==> src/rtl/pipe_stage_buffer.sv <==
// Elastic pipeline-stage buffer: DEPTH-entry FIFO with valid/ready handshake, flush and bubble output.
// Optional same-cycle bypass when empty is enabled by defining PIPE_STAGE_BUFFER_BYPASS_EN.
module pipe_stage_buffer #(
    parameter int          WIDTH  = 32,
    parameter int          DEPTH  = 2,
    parameter logic [31:0] BUBBLE = 32'h00000013
) (
    input  logic                       clk,
    input  logic                       rst,
    input  logic                       flush_i,
    input  logic                       up_valid_i,
    output logic                       up_ready_o,
    input  logic [WIDTH-1:0]           up_data_i,
    output logic                       dn_valid_o,
    input  logic                       dn_ready_i,
    output logic [WIDTH-1:0]           dn_data_o,
    output logic [$clog2(DEPTH+1)-1:0] occupancy_o
);
    localparam int               PW       = (DEPTH > 1) ? $clog2(DEPTH) : 1;
    localparam int               CW       = $clog2(DEPTH + 1);
    localparam logic [CW-1:0]    FULL     = CW'(DEPTH);
    localparam logic [PW-1:0]    LAST     = PW'(DEPTH - 1);
    localparam logic [WIDTH-1:0] BUBBLE_W = WIDTH'(BUBBLE);

    logic [WIDTH-1:0] mem [DEPTH];
    logic [PW-1:0]    rd_ptr, wr_ptr;
    logic [CW-1:0]    count;
    logic             push, pop, bypass;

    // Pointers wrap explicitly so non-power-of-two depths work.
    function automatic logic [PW-1:0] nxt(input logic [PW-1:0] p);
        return (p == LAST) ? '0 : p + 1'b1;
    endfunction

    always_comb begin
        bypass = 1'b0;
`ifdef PIPE_STAGE_BUFFER_BYPASS_EN
        bypass = (count == '0) && up_valid_i && dn_ready_i;
`endif
        up_ready_o = (count != FULL);
        push       = up_valid_i && up_ready_o && !bypass;
        pop        = (count != '0) && dn_ready_i;
        dn_valid_o = (count != '0);
        dn_data_o  = dn_valid_o ? mem[rd_ptr] : BUBBLE_W;
`ifdef PIPE_STAGE_BUFFER_BYPASS_EN
        // A bypassed payload is discarded like any other when flushed or reset.
        if (bypass && !flush_i && !rst) begin
            dn_valid_o = 1'b1;
            dn_data_o  = up_data_i;
        end
`endif
    end

    assign occupancy_o = count;

    always_ff @(posedge clk) begin
        if (rst || flush_i) begin
            rd_ptr <= '0;
            wr_ptr <= '0;
            count  <= '0;
        end else begin
            if (push) wr_ptr <= nxt(wr_ptr);
            if (pop)  rd_ptr <= nxt(rd_ptr);
            case ({push, pop})
                2'b10:   count <= count + 1'b1;
                2'b01:   count <= count - 1'b1;
                default: count <= count;
            endcase
        end
    end

    // Storage is not reset; only the pointers and count define what is valid.
    always_ff @(posedge clk) begin
        if (push && !rst && !flush_i) mem[wr_ptr] <= up_data_i;
    end

`ifndef SYNTHESIS
    always_ff @(posedge clk) begin
        if (!rst) begin
            assert (count <= FULL);
            assert (!(pop && count == '0));
            assert (!(push && count == FULL));
            assert (!(up_valid_i && $isunknown(up_data_i)));
        end
    end
`endif
endmodule

==> config.mk <==
export PLATFORM = sky130hd
export DESIGN_NAME = pipe_stage_buffer
export DESIGN_NICKNAME = d
export VERILOG_FILES = /design/src/rtl/pipe_stage_buffer.sv
export SDC_FILE = /design/constraint.sdc
export NUM_CORES = 1
export LEC_CHECK = 0
export ABC_CLOCK_PERIOD_IN_PS = 3700
export CORE_UTILIZATION = 43
export CTS_CLUSTER_DIAMETER = 80
export DETAILED_ROUTE_END_ITERATION = 10
export PLACE_DENSITY = 0.84
export SLEW_MARGIN = 10
export SYNTH_ARGS = -nofsm -noshare
export SYNTH_HDL_FRONTEND = slang
export SYNTH_SLANG_ARGS = --single-unit
export TNS_END_PERCENT = 10
==> constraint.sdc <==
create_clock -name clk -period 3.7 [get_ports clk]
set_input_delay 0.74 -clock clk [delete_from_list [all_inputs] [get_ports clk]]
set_output_delay 0.74 -clock clk [all_outputs]
set_load 0.03 [all_outputs]
## Yosys cells after proc, flatten, opt, wreduce, memory -nomap -nowiden

Memory sizes are Yosys's and may differ from the RTL's. A register that Yosys moved wholly into a read port is not among the register bits.
Cells that the tools add are included.

| operators by class | value |
|---|---|
| add/sub/neg operators | 4 |
| multipliers | 0 |
| div/mod/pow operators | 0 |
| order comparisons | 0 |
| equality and inequality tests | 3 |
| shift operators | 0 |
| multiplexer cells | 8 |
| bitwise operators | 0 |
| reductions and logical operators | 9 |

Operator list:

| cell | count |
|---|---|
| $mux 32 | 1 |
| $mux 1 | 6 |
| $logic_and 1x1->1 | 4 |
| $pmux 2 s2 | 1 |
| $reduce_bool 2->1 | 2 |
| $add 1x1->1 const B | 2 |
| $add 2x1->2 const B | 1 |
| $eq 2x1->1 const B | 1 |
| $eq 2x2->1 const B | 1 |
| $logic_not 1->1 | 2 |
| $ne 2x2->1 const B | 1 |
| $sub 2x1->2 const B | 1 |
| $logic_or 1x1->1 | 1 |

| storage, ports and cells | value |
|---|---|
| flip-flop bits (word level) | 4 |
| latch bits | 0 |
| RAM bits | 64 |
| ROM bits | 0 |
| bits of input ports | 37 |
| output and inout bits | 36 |
| logic and storage cells | 28 |
| memories | 1 |

Memory list:

| name | words | width | read ports | clocked after Yosys merged registers in | write ports | RTL line | RTL |
|---|---|---|---|---|---|---|---|
| mem | 2 | 32 | 1 | 1 | 1 | 25 | `logic [WIDTH-1:0] mem [DEPTH];` |

## Depth between registers and ports, before layout

Gate-level depths: netlist of run 1.

| logic depth | value |
|---|---|
| depth in word-level cells | 6 |
| gate-level depth with buffers | 6 |
| mapped depth without buffers | 6 |

## Worst setup path after synthesis of run 1

No wires, ideal clock.

| timing | value |
|---|---|
| path type | input to register |
| start | in flush_i |
| end | mem mem[0][0], enable pin |
| setup time | 0.461 ns |
| arrival time | 3.439 ns |
| required time | 3.239 ns |
| slack | -0.200 ns |
| cell stages on the path | 3 |
| path buffers | 1 |
| path through | or2_2 > clkbuf_1 > nor3_1 |

| on the way | value |
|---|---|
| cells in the longest elaborated chain, start to end | 4 |

RTL lines:

| element | RTL line | RTL |
|---|---|---|
| start: declaration | 10 | `input logic flush_i,` |
| $logic_not 1->1 | 74 | `if (push && !rst && !flush_i) mem[wr_ptr] <= up_data_i;` |
| $logic_and 1x1->1 | 74 |  |
| $mux 1 | 74 |  |
| $mux 1 (not written as such) | 74 |  |
| end: declaration | 25 |  |

No other way between the ends.

==> results.env, run 1 <==
OUTCOME='finished clean'
POST_SYNTH_MAIN_AREA_CONTRIBUTORS='sky130_fd_sc_hd__edfxtp_1 73%, sky130_fd_sc_hd__mux2i_1 12%, sky130_fd_sc_hd__nor2_1 4.7%'
FLOORPLAN.DIE_AREA_UM2=6448
PORTBUFFERS=72
INTERNAL_POWER_mW=1.196
HOLDBUFCOUNTCTS=0
SEQ_AREA_UM2=2023
MAPPEDNETLISTNETS=202
DRT_DRC_VIOLATIONS_LEFT=0
ARRIVAL_TIME_OF_DATA_AT_THE_CRITICAL_PATH_ENDPOINT_PS=2240
CLOCKROOTBUFFER='sky130_fd_sc_hd__clkbuf_8'
POWER.NET_SWITCHING_mW=0.3404
MAXIMUM_FANOUT_ALONG_THE_WORST_PATH=20
RSZ0062_AT_GRT='no'
VIA_COUNT_OF_THE_FIRST_GLOBAL_ROUTING_PASS=1611
FINAL_UTIL_PCT=61.07
TIMING.CRITICAL_PATH.SLOWEST_STAGE_CELL='sky130_fd_sc_hd__clkdlybuf4s50_1'
REL_SLEW_SLACK_PCT=74.82
DRT_WL_CELL_UM=13.77
CTS_HTREE_LEVELS=3
FINALHOLDVIOLCOUNT=0
POWER_PER_CELL_AREA_nW_PER_UM2=424.8
VIAS=1553
FRACTION_OF_FINAL_LAYOUT_CELLS_WITH_DRIVE_STRENGTH_GREATER_THAN_1_PCT=8.434
DETAIL_ROUTE.FIRST_PASS.ITERATIONS=4
VDD.IR_DROP.WORST_V=0.0002692
CLOCK_TREE_BUFFER_DEPTH=2
CTS.CLK_SLEW.WORST_PATHS_PS=70
BIGGEST_AREA_CONSUMER_AMONG_SYNTHESIZED_CELLS='sky130_fd_sc_hd__edfxtp_1'
CLOCK_POWER_SHARE_PCT=31.0
WORSTSETUPPATHTYPE='flip-flop to output port'
DIE-WIDTH_UM=80.30
SYN_TO_FINAL_GROWTH_PCT=37.16
AVGSYNTHCELLAREA_UM2=16.07
DRT-INITIAL-DRC-COUNT=69
CTS-BUFFERS-INSERTED=9
PLACED_WIRE_LENGTH_ESTIMATE_UM=2973
GLOBALPLACE.CONGESTION=0.7049
SYN_INST=164
WORSTMARGINPINSLEW_PS=377.7
LAYOUT_SETUP_WS_PS=721.3
POWER_mW=1.536
NUM-NETS-FINAL=283
POWER.COMBINATIONAL.FRACTION_PCT=12.0
FIN_CRIT_SH_PCT=80.51
CRITPATHLAUNCHTYPE='flip-flop'
PERIOD_NEEDED_PS=2979
TOTAL_CONGESTION_OVERFLOW=0
DIODES=0
TOTAL_OF_FILL_CELLS_IN_THE_FINISHED_DESIGN=442
SYNTH.FF_LATCH_COUNT=69
DP_SLACK_PS=1045
WORSTPATHCELLLIST='buf_4 > mux2i_1 > nor2_1 > clkdlybuf4s50_1'
TOTAL_LEAKAGE_POWER_nW=1.168
CTS_NUM_SINKS=69
TIMING.CRITICAL_PATH.SLOWEST_CELL_DELAY_PS=680
REQUIRED_PS=2960
FINALWIRELENGTH_UM=4460
DIE-HEIGHT_UM=80.30
NUMBER_OF_PRIMARY_I_O_PINS=73
POWER_SWITCHING_SHARE_PCT=22.16
GRT_FIRST_PASS_WIRELENGTH_UM=7141
SUMMED_INSTANCE_AREA_OF_THE_SYNTHESIZED_NETLIST_UM2=2636
CLOCK_INSERTION_DELAY_WORST_SKEW_PS=320
HOLD_CLASS='flip-flop to flip-flop'
FLOORPLAN.CORE_AREA_UM2=5921
LARGEST_NET_DEGREE_AT_THE_START_OF_GLOBAL_ROUTING=31
SYNTH.TOP_CELL.AREA_SHARE_PCT=72.90
CTS.REPAIR_TIMING.SETUP_BUFFER_COUNT=0
YS_TYPES=20
YOSYSWARNINGS=0
SETUP_VIOL=0
ANTENNA_FOUND_INITIAL=0
CLOCK_TREE_FROM_TRITONCTS='yes'
ROWS=28
TRACK_USAGE_PCT=15.74
HIGHEST_CLOCK_FREQUENCY_THE_DESIGN_CAN_MEET_MHz=335.7
CRITICAL_PATH.ENDPOINT_TYPE='output port'
SEQ_POWER_SHARE_PCT=57.1
MULTI_INPUT_LOGIC_AREA_UM2=571.8
FINAL-MAX-SLEW-VIOLATION-COUNT=0
TIMING.CLOCK.SKEW_PS=8.920
START_UTIL_PCT=44.53
DRT-VIAS-PER-INSTANCE=4.793
TIMING.MAX_CAP.VIOLATIONS=0
CTS_RESIZED=0
SYNTH_SEQUENTIAL_AREA_RATIO_PCT=76.70
FINAL_ANTENNA_NET_COUNT=0
[routing by layer]
| layer | wire (um) | vias up | global-route usage (%) |
|---|---|---|---|
| met4 | 73 | 0 | 9.643 |
| met1 | 1735 | 741 | 15.38 |
| met3 | 194 | 9 | 3.523 |
| met2 | 2457 | 44 | 29.74 |
| li1 | - | 759 | - |
| met5 | 0 | - | 0 |
[cells in the mapped netlist]
cell type,number
sky130_fd_sc_hd__nor3_1,2
sky130_fd_sc_hd__nand3_1,1
sky130_fd_sc_hd__nor2_1,33
sky130_fd_sc_hd__a21o_1,1
sky130_fd_sc_hd__dfxtp_1,5
sky130_fd_sc_hd__xor2_1,2
sky130_fd_sc_hd__inv_1,3
sky130_fd_sc_hd__buf_2,2
sky130_fd_sc_hd__nand2b_1,1
sky130_fd_sc_hd__ha_1,1
sky130_fd_sc_hd__or2_2,1
sky130_fd_sc_hd__mux2i_1,32
sky130_fd_sc_hd__xnor2_1,1
sky130_fd_sc_hd__or3_1,1
sky130_fd_sc_hd__a21oi_1,2
sky130_fd_sc_hd__nand2_1,4
sky130_fd_sc_hd__o21ai_0,2
sky130_fd_sc_hd__clkbuf_1,3
sky130_fd_sc_hd__buf_4,3
sky130_fd_sc_hd__edfxtp_1,64
[area by class of cell]
cell class | instances | area share (%)
Clock inverter | 2 | 0.3114
Multi-Input combinational cell | 84 | 15.81
Tap cell | 75 | 2.595
Sequential cell | 69 | 55.95
Clock buffer | 13 | 3.841
Inverter | 3 | 0.3114
Timing Repair Buffer | 78 | 21.18
[flip-flops by register name, indices dropped and copies added (netlist names), named ones only]
signal / count
wr_ptr: 1
occupancy_o: 2
rd_ptr: 1
mem: 64
[critical path: cells and delay by family (launching register included)]
kind | cells | cell delay [ps]
buffers and inverters | 2 | 1090
DFF | 1 | 560
muxes | 1 | 130
and+or+nand+nor | 1 | 120
[power groups by stage]
stage          Sequential, mW  Clock (mW)  Combinational [mW]
3_3_place_gp            0.892           0               0.182
5_1_grt                 0.877       0.526               0.197
3_5_place_dp            0.893           0               0.185
2_1_floorplan           0.894           0              0.0890
6_report                0.876       0.476               0.184
4_1_cts                 0.877       0.494               0.186
[layout by cell type (no fill, tap or decap), drive strengths merged]
cell	count
buf	6
clkdlybuf4s50	72
inv	3
nand2b	1
xor2	2
ha	1
clkbuf	13
clkinv	1
nand3	1
nor2	33
dfxtp	5
a21oi	2
nor3	2
edfxtp	64
xnor2	1
or3	1
mux2i	32
clkinvlp	1
o21ai	2
or2	1
nand2	4
a21o	1
[stage by stage]
| stage | hold slack [ps] | area, um^2 | cells | setup TNS (ps) |
|---|---|---|---|---|
| floorplan | 472.5 | 2636 | 164 | -12780 |
| global placement | 488.2 | 3466 | 309 | 0 |
| detailed placement | 499.2 | 3466 | 309 | 0 |
| CTS | 515.6 | 3616 | 324 | 0 |
| global route | 605.2 | 3616 | 324 | 0 |
| finish | 516.0 | 3616 | 324 | 0 |
[path summary, 6_finish.rpt]
kind,cells after the start,to,slack [ps],start
worst max register to register,5,occupancy_o[1],1990,occupancy_o[0]
worst max-delay path,4,dn_data_o[10],720,flip-flop
worst min register to register,2,rd_ptr,520,rd_ptr
worst min-delay path,2,rd_ptr,520,rd_ptr
[kinds of logic (layout without fill, tap and decap cells)]
logic type / count (synthesis) / in the layout / synth area share [%]
AOI/OAI and AO/OA: 5 / 5 / 1.044
buffers and inverters: 11 / 96 / 2.088
muxes: 32 / 32 / 12.15
DFF: 69 / 69 / 76.70
adders and majority gates: 1 / 1 / 0.4745
xor gates and xnor gates: 3 / 3 / 0.9969
and+or+nand+nor: 43 / 43 / 6.550
(Power assumes the default switching activity.)
==> inputs of run 2 (changes only) <==
Settings changed: ABC_CLOCK_PERIOD_IN_PS 3700 to 2650.
Clock period 3.7 ns to 2.65 ns, I/O delays scaled along.
==> run 2 against run 1 <==
  * Clock skew fell by 4.2 ps
  * Total power grew 48%
  * Clock power up 66%
  * Final cell count rose by 0.93%
  * Largest cell class unchanged
  * Utilization is 1.1 points higher
==> results.env, run 2 (synthesized netlist as in run 1, its figures left out) <==
WORSTSETUPPATHTYPE='flip-flop to output port'
TOTAL_CONGESTION_OVERFLOW=0
CRITPATHLAUNCHTYPE='flip-flop'
DRT_WL_CELL_UM=12.79
CRIT_PATH_LEADING_DELAY_FAMILY='buffers and inverters'
DIE-WIDTH_UM=80.30
FINAL_ANTENNA_NET_COUNT=0
FINALWIRELENGTH_UM=4181
OUTCOME='finished clean'
PLACED_CELL_AREA_UM2=3493
RSZ0062_AT_GRT='no'
TIMING.MAX_CAP.VIOLATIONS=0
TIMING.CLOCK.SKEW_PS=4.736
START_UTIL_PCT=44.53
DP_SLACK_PS=457.9
HOLDWS_PS=506.5
CTS_HTREE_LEVELS=3
GLOBALPLACE.CONGESTION=0.7343
CLOCK_TREE_BUFFER_DEPTH=2
HOLD_CLASS='flip-flop to flip-flop'
REL_SLEW_SLACK_PCT=78.76
LAYOUT_SETUP_WS_PS=217.1
CLOCK_INSERTION_DELAY_WORST_SKEW_PS=330
WORSTMARGINPINSLEW_PS=317.6
RRSETUPSLACK_PS=850
CTS-BUFFERS-INSERTED=9
FINAL_CELL_MIX='72 x sky130_fd_sc_hd__clkdlybuf4s50_1, 64 x sky130_fd_sc_hd__edfxtp_1, 32 x sky130_fd_sc_hd__mux2i_1, 32 x sky130_fd_sc_hd__nor2_1, 10 x sky130_fd_sc_hd__clkbuf_8'
CTS.REPAIR_TIMING.SETUP_BUFFER_COUNT=0
REQUIRED_PS=2120
MET2_LENGTH_UM=2136
SETUP_VIOL=0
STARTPOINT_OF_THE_WORST_SLACK_REG_TO_REG_TIMING_PATH='occupancy_o[0]'
LARGEST_REGISTER_FF_COUNT=64
FINAL_UTIL_PCT=62.17
GRT_FIRST_PASS_WIRELENGTH_UM=6727
FLOORPLAN.DIE_AREA_UM2=6448
LARGEST_REGISTER='mem'
VIA_COUNT_OF_THE_FIRST_GLOBAL_ROUTING_PASS=1567
WL_MET1_UM=1643
HIGHEST_CLOCK_FREQUENCY_THE_DESIGN_CAN_MEET_MHz=411.0
REG2REG_DEPTH=5
DRT-VIAS-PER-INSTANCE=4.725
POWER_PER_CELL_AREA_nW_PER_UM2=617.4
CRITICAL_PATH.N_BUFFERS_INVERTERS=2
MAXIMUM_FANOUT_ALONG_THE_WORST_PATH=19
FRACTION_OF_FINAL_LAYOUT_CELLS_WITH_DRIVE_STRENGTH_GREATER_THAN_1_PCT=9.921
ARRIVAL_TIME_OF_DATA_AT_THE_CRITICAL_PATH_ENDPOINT_PS=1900
FIN_CRIT_SH_PCT=91.81
PERIOD_NEEDED_PS=2433
VIAS=1545
DRT_DRC_VIOLATIONS_LEFT=0
FINAL_COMMON_CELL='sky130_fd_sc_hd__clkdlybuf4s50_1'
WORSTPATHCELLLIST='nor2_2 > buf_4 > nor2_1 > clkdlybuf4s50_1'
FINALHOLDVIOLCOUNT=0
TOTAL_LEAKAGE_POWER_nW=1.209
TIMING.CRITICAL_PATH.SLOWEST_STAGE_CELL='sky130_fd_sc_hd__clkdlybuf4s50_1'
FLOORPLAN.CORE_AREA_UM2=5921
CRITICAL_PATH.ENDPOINT_TYPE='output port'
VDD.IR_DROP.WORST_V=0.0006149
SETUP_TNS_PS=0
ROWS=28
FIN_AREA_UM2=3681
DETAIL_ROUTE.FIRST_PASS.ITERATIONS=4
CTS_NUM_SINKS=69
DIODES=0
CLOCK_TREE_FROM_TRITONCTS='yes'
DIE-HEIGHT_UM=80.30
SYN_TO_FINAL_GROWTH_PCT=39.63
STARTPOINT_OF_THE_WORST_HOLD_PATH='rd_ptr'
WL_MET3_UM=289
ANTENNA_FOUND_INITIAL=0
NUMBER_OF_PRIMARY_I_O_PINS=73
CTS_RESIZED=0
CTS.CLK_SLEW.WORST_PATHS_PS=60
LARGEST_NET_DEGREE_AT_THE_START_OF_GLOBAL_ROUTING=22
HOLDBUFCOUNTCTS=0
TRACK_USAGE_PCT=14.65
DRT-INITIAL-DRC-COUNT=53
WORST_HOLD_PATH.NUM_CELLS=2
TOP_LAYER='met4'
PORTBUFFERS=72
FINAL-MAX-SLEW-VIOLATION-COUNT=0
WORSTREG2REGEND='occupancy_o[1]'
CLOCKROOTBUFFER='sky130_fd_sc_hd__clkbuf_8'
PLACED_WIRE_LENGTH_ESTIMATE_UM=2897
NUM-NETS-FINAL=285
TIMING.CRITICAL_PATH.SLOWEST_CELL_DELAY_PS=690
## run 2: worst reg2reg max path: stages, from the launching register on
cell                       delay (ps)
sky130_fd_sc_hd__dfxtp_1          480
sky130_fd_sc_hd__nand2b_1         220
sky130_fd_sc_hd__nand2_1          180
sky130_fd_sc_hd__ha_1             370
sky130_fd_sc_hd__or3_1            360
sky130_fd_sc_hd__a21oi_1          130
## run 2: area by class of cell
type	count	area [um^2]
Timing Repair Buffer	80	780.7
Fill cell	459	2240
Clock buffer	13	148.9
Tap cell	75	93.84
Sequential cell	69	2023
Clock inverter	3	38.79
Multi-Input combinational cell	84	584.3
Inverter	3	11.26
## run 2: power by group
group,internal (mW),switching [mW],total (mW)
Sequential,1.21,0.00803,1.22
Clock,0.457,0.332,0.789
Combinational,0.126,0.136,0.262
## run 2: worst max path at each step
| stage | start | to | cells after the start |
|---|---|---|---|
| final | occupancy_o[0] | dn_data_o[12] | 4 |
| after global routing | occupancy_o[0] | dn_data_o[16] | 4 |
| after CTS | flip-flop | dn_data_o[30] | 4 |
| after detailed placement | flush_i | mem[1][25] | 4 |
| after global placement | flush_i | mem[1][25] | 4 |
| after floorplan | occupancy_o[0] | mem[0][0] | 3 |
## run 2: per-stage QoR
stage          std cells  power [mW]
2_1_floorplan        164       1.372
3_3_place_gp         311       1.503
3_5_place_dp         311       1.509
4_1_cts              327       2.306
5_1_grt              327       2.359
6_report             327       2.273
## run 2: routing by layer
metal | vias up | global-route usage, %
met5 | - | 0
met4 | 0 | 9.821
met3 | 12 | 4.545
met2 | 55 | 25.56
met1 | 715 | 14.99
li1 | 763 | -
==> inputs of run 3 (changes only) <==
Settings changed: HOLD_SLACK_MARGIN set to 0.15, SKIP_CTS_REPAIR_TIMING set to 1.
==> results of run 3 <==
Same layout as run 2: the final DEF is identical, and so are final timing and power.
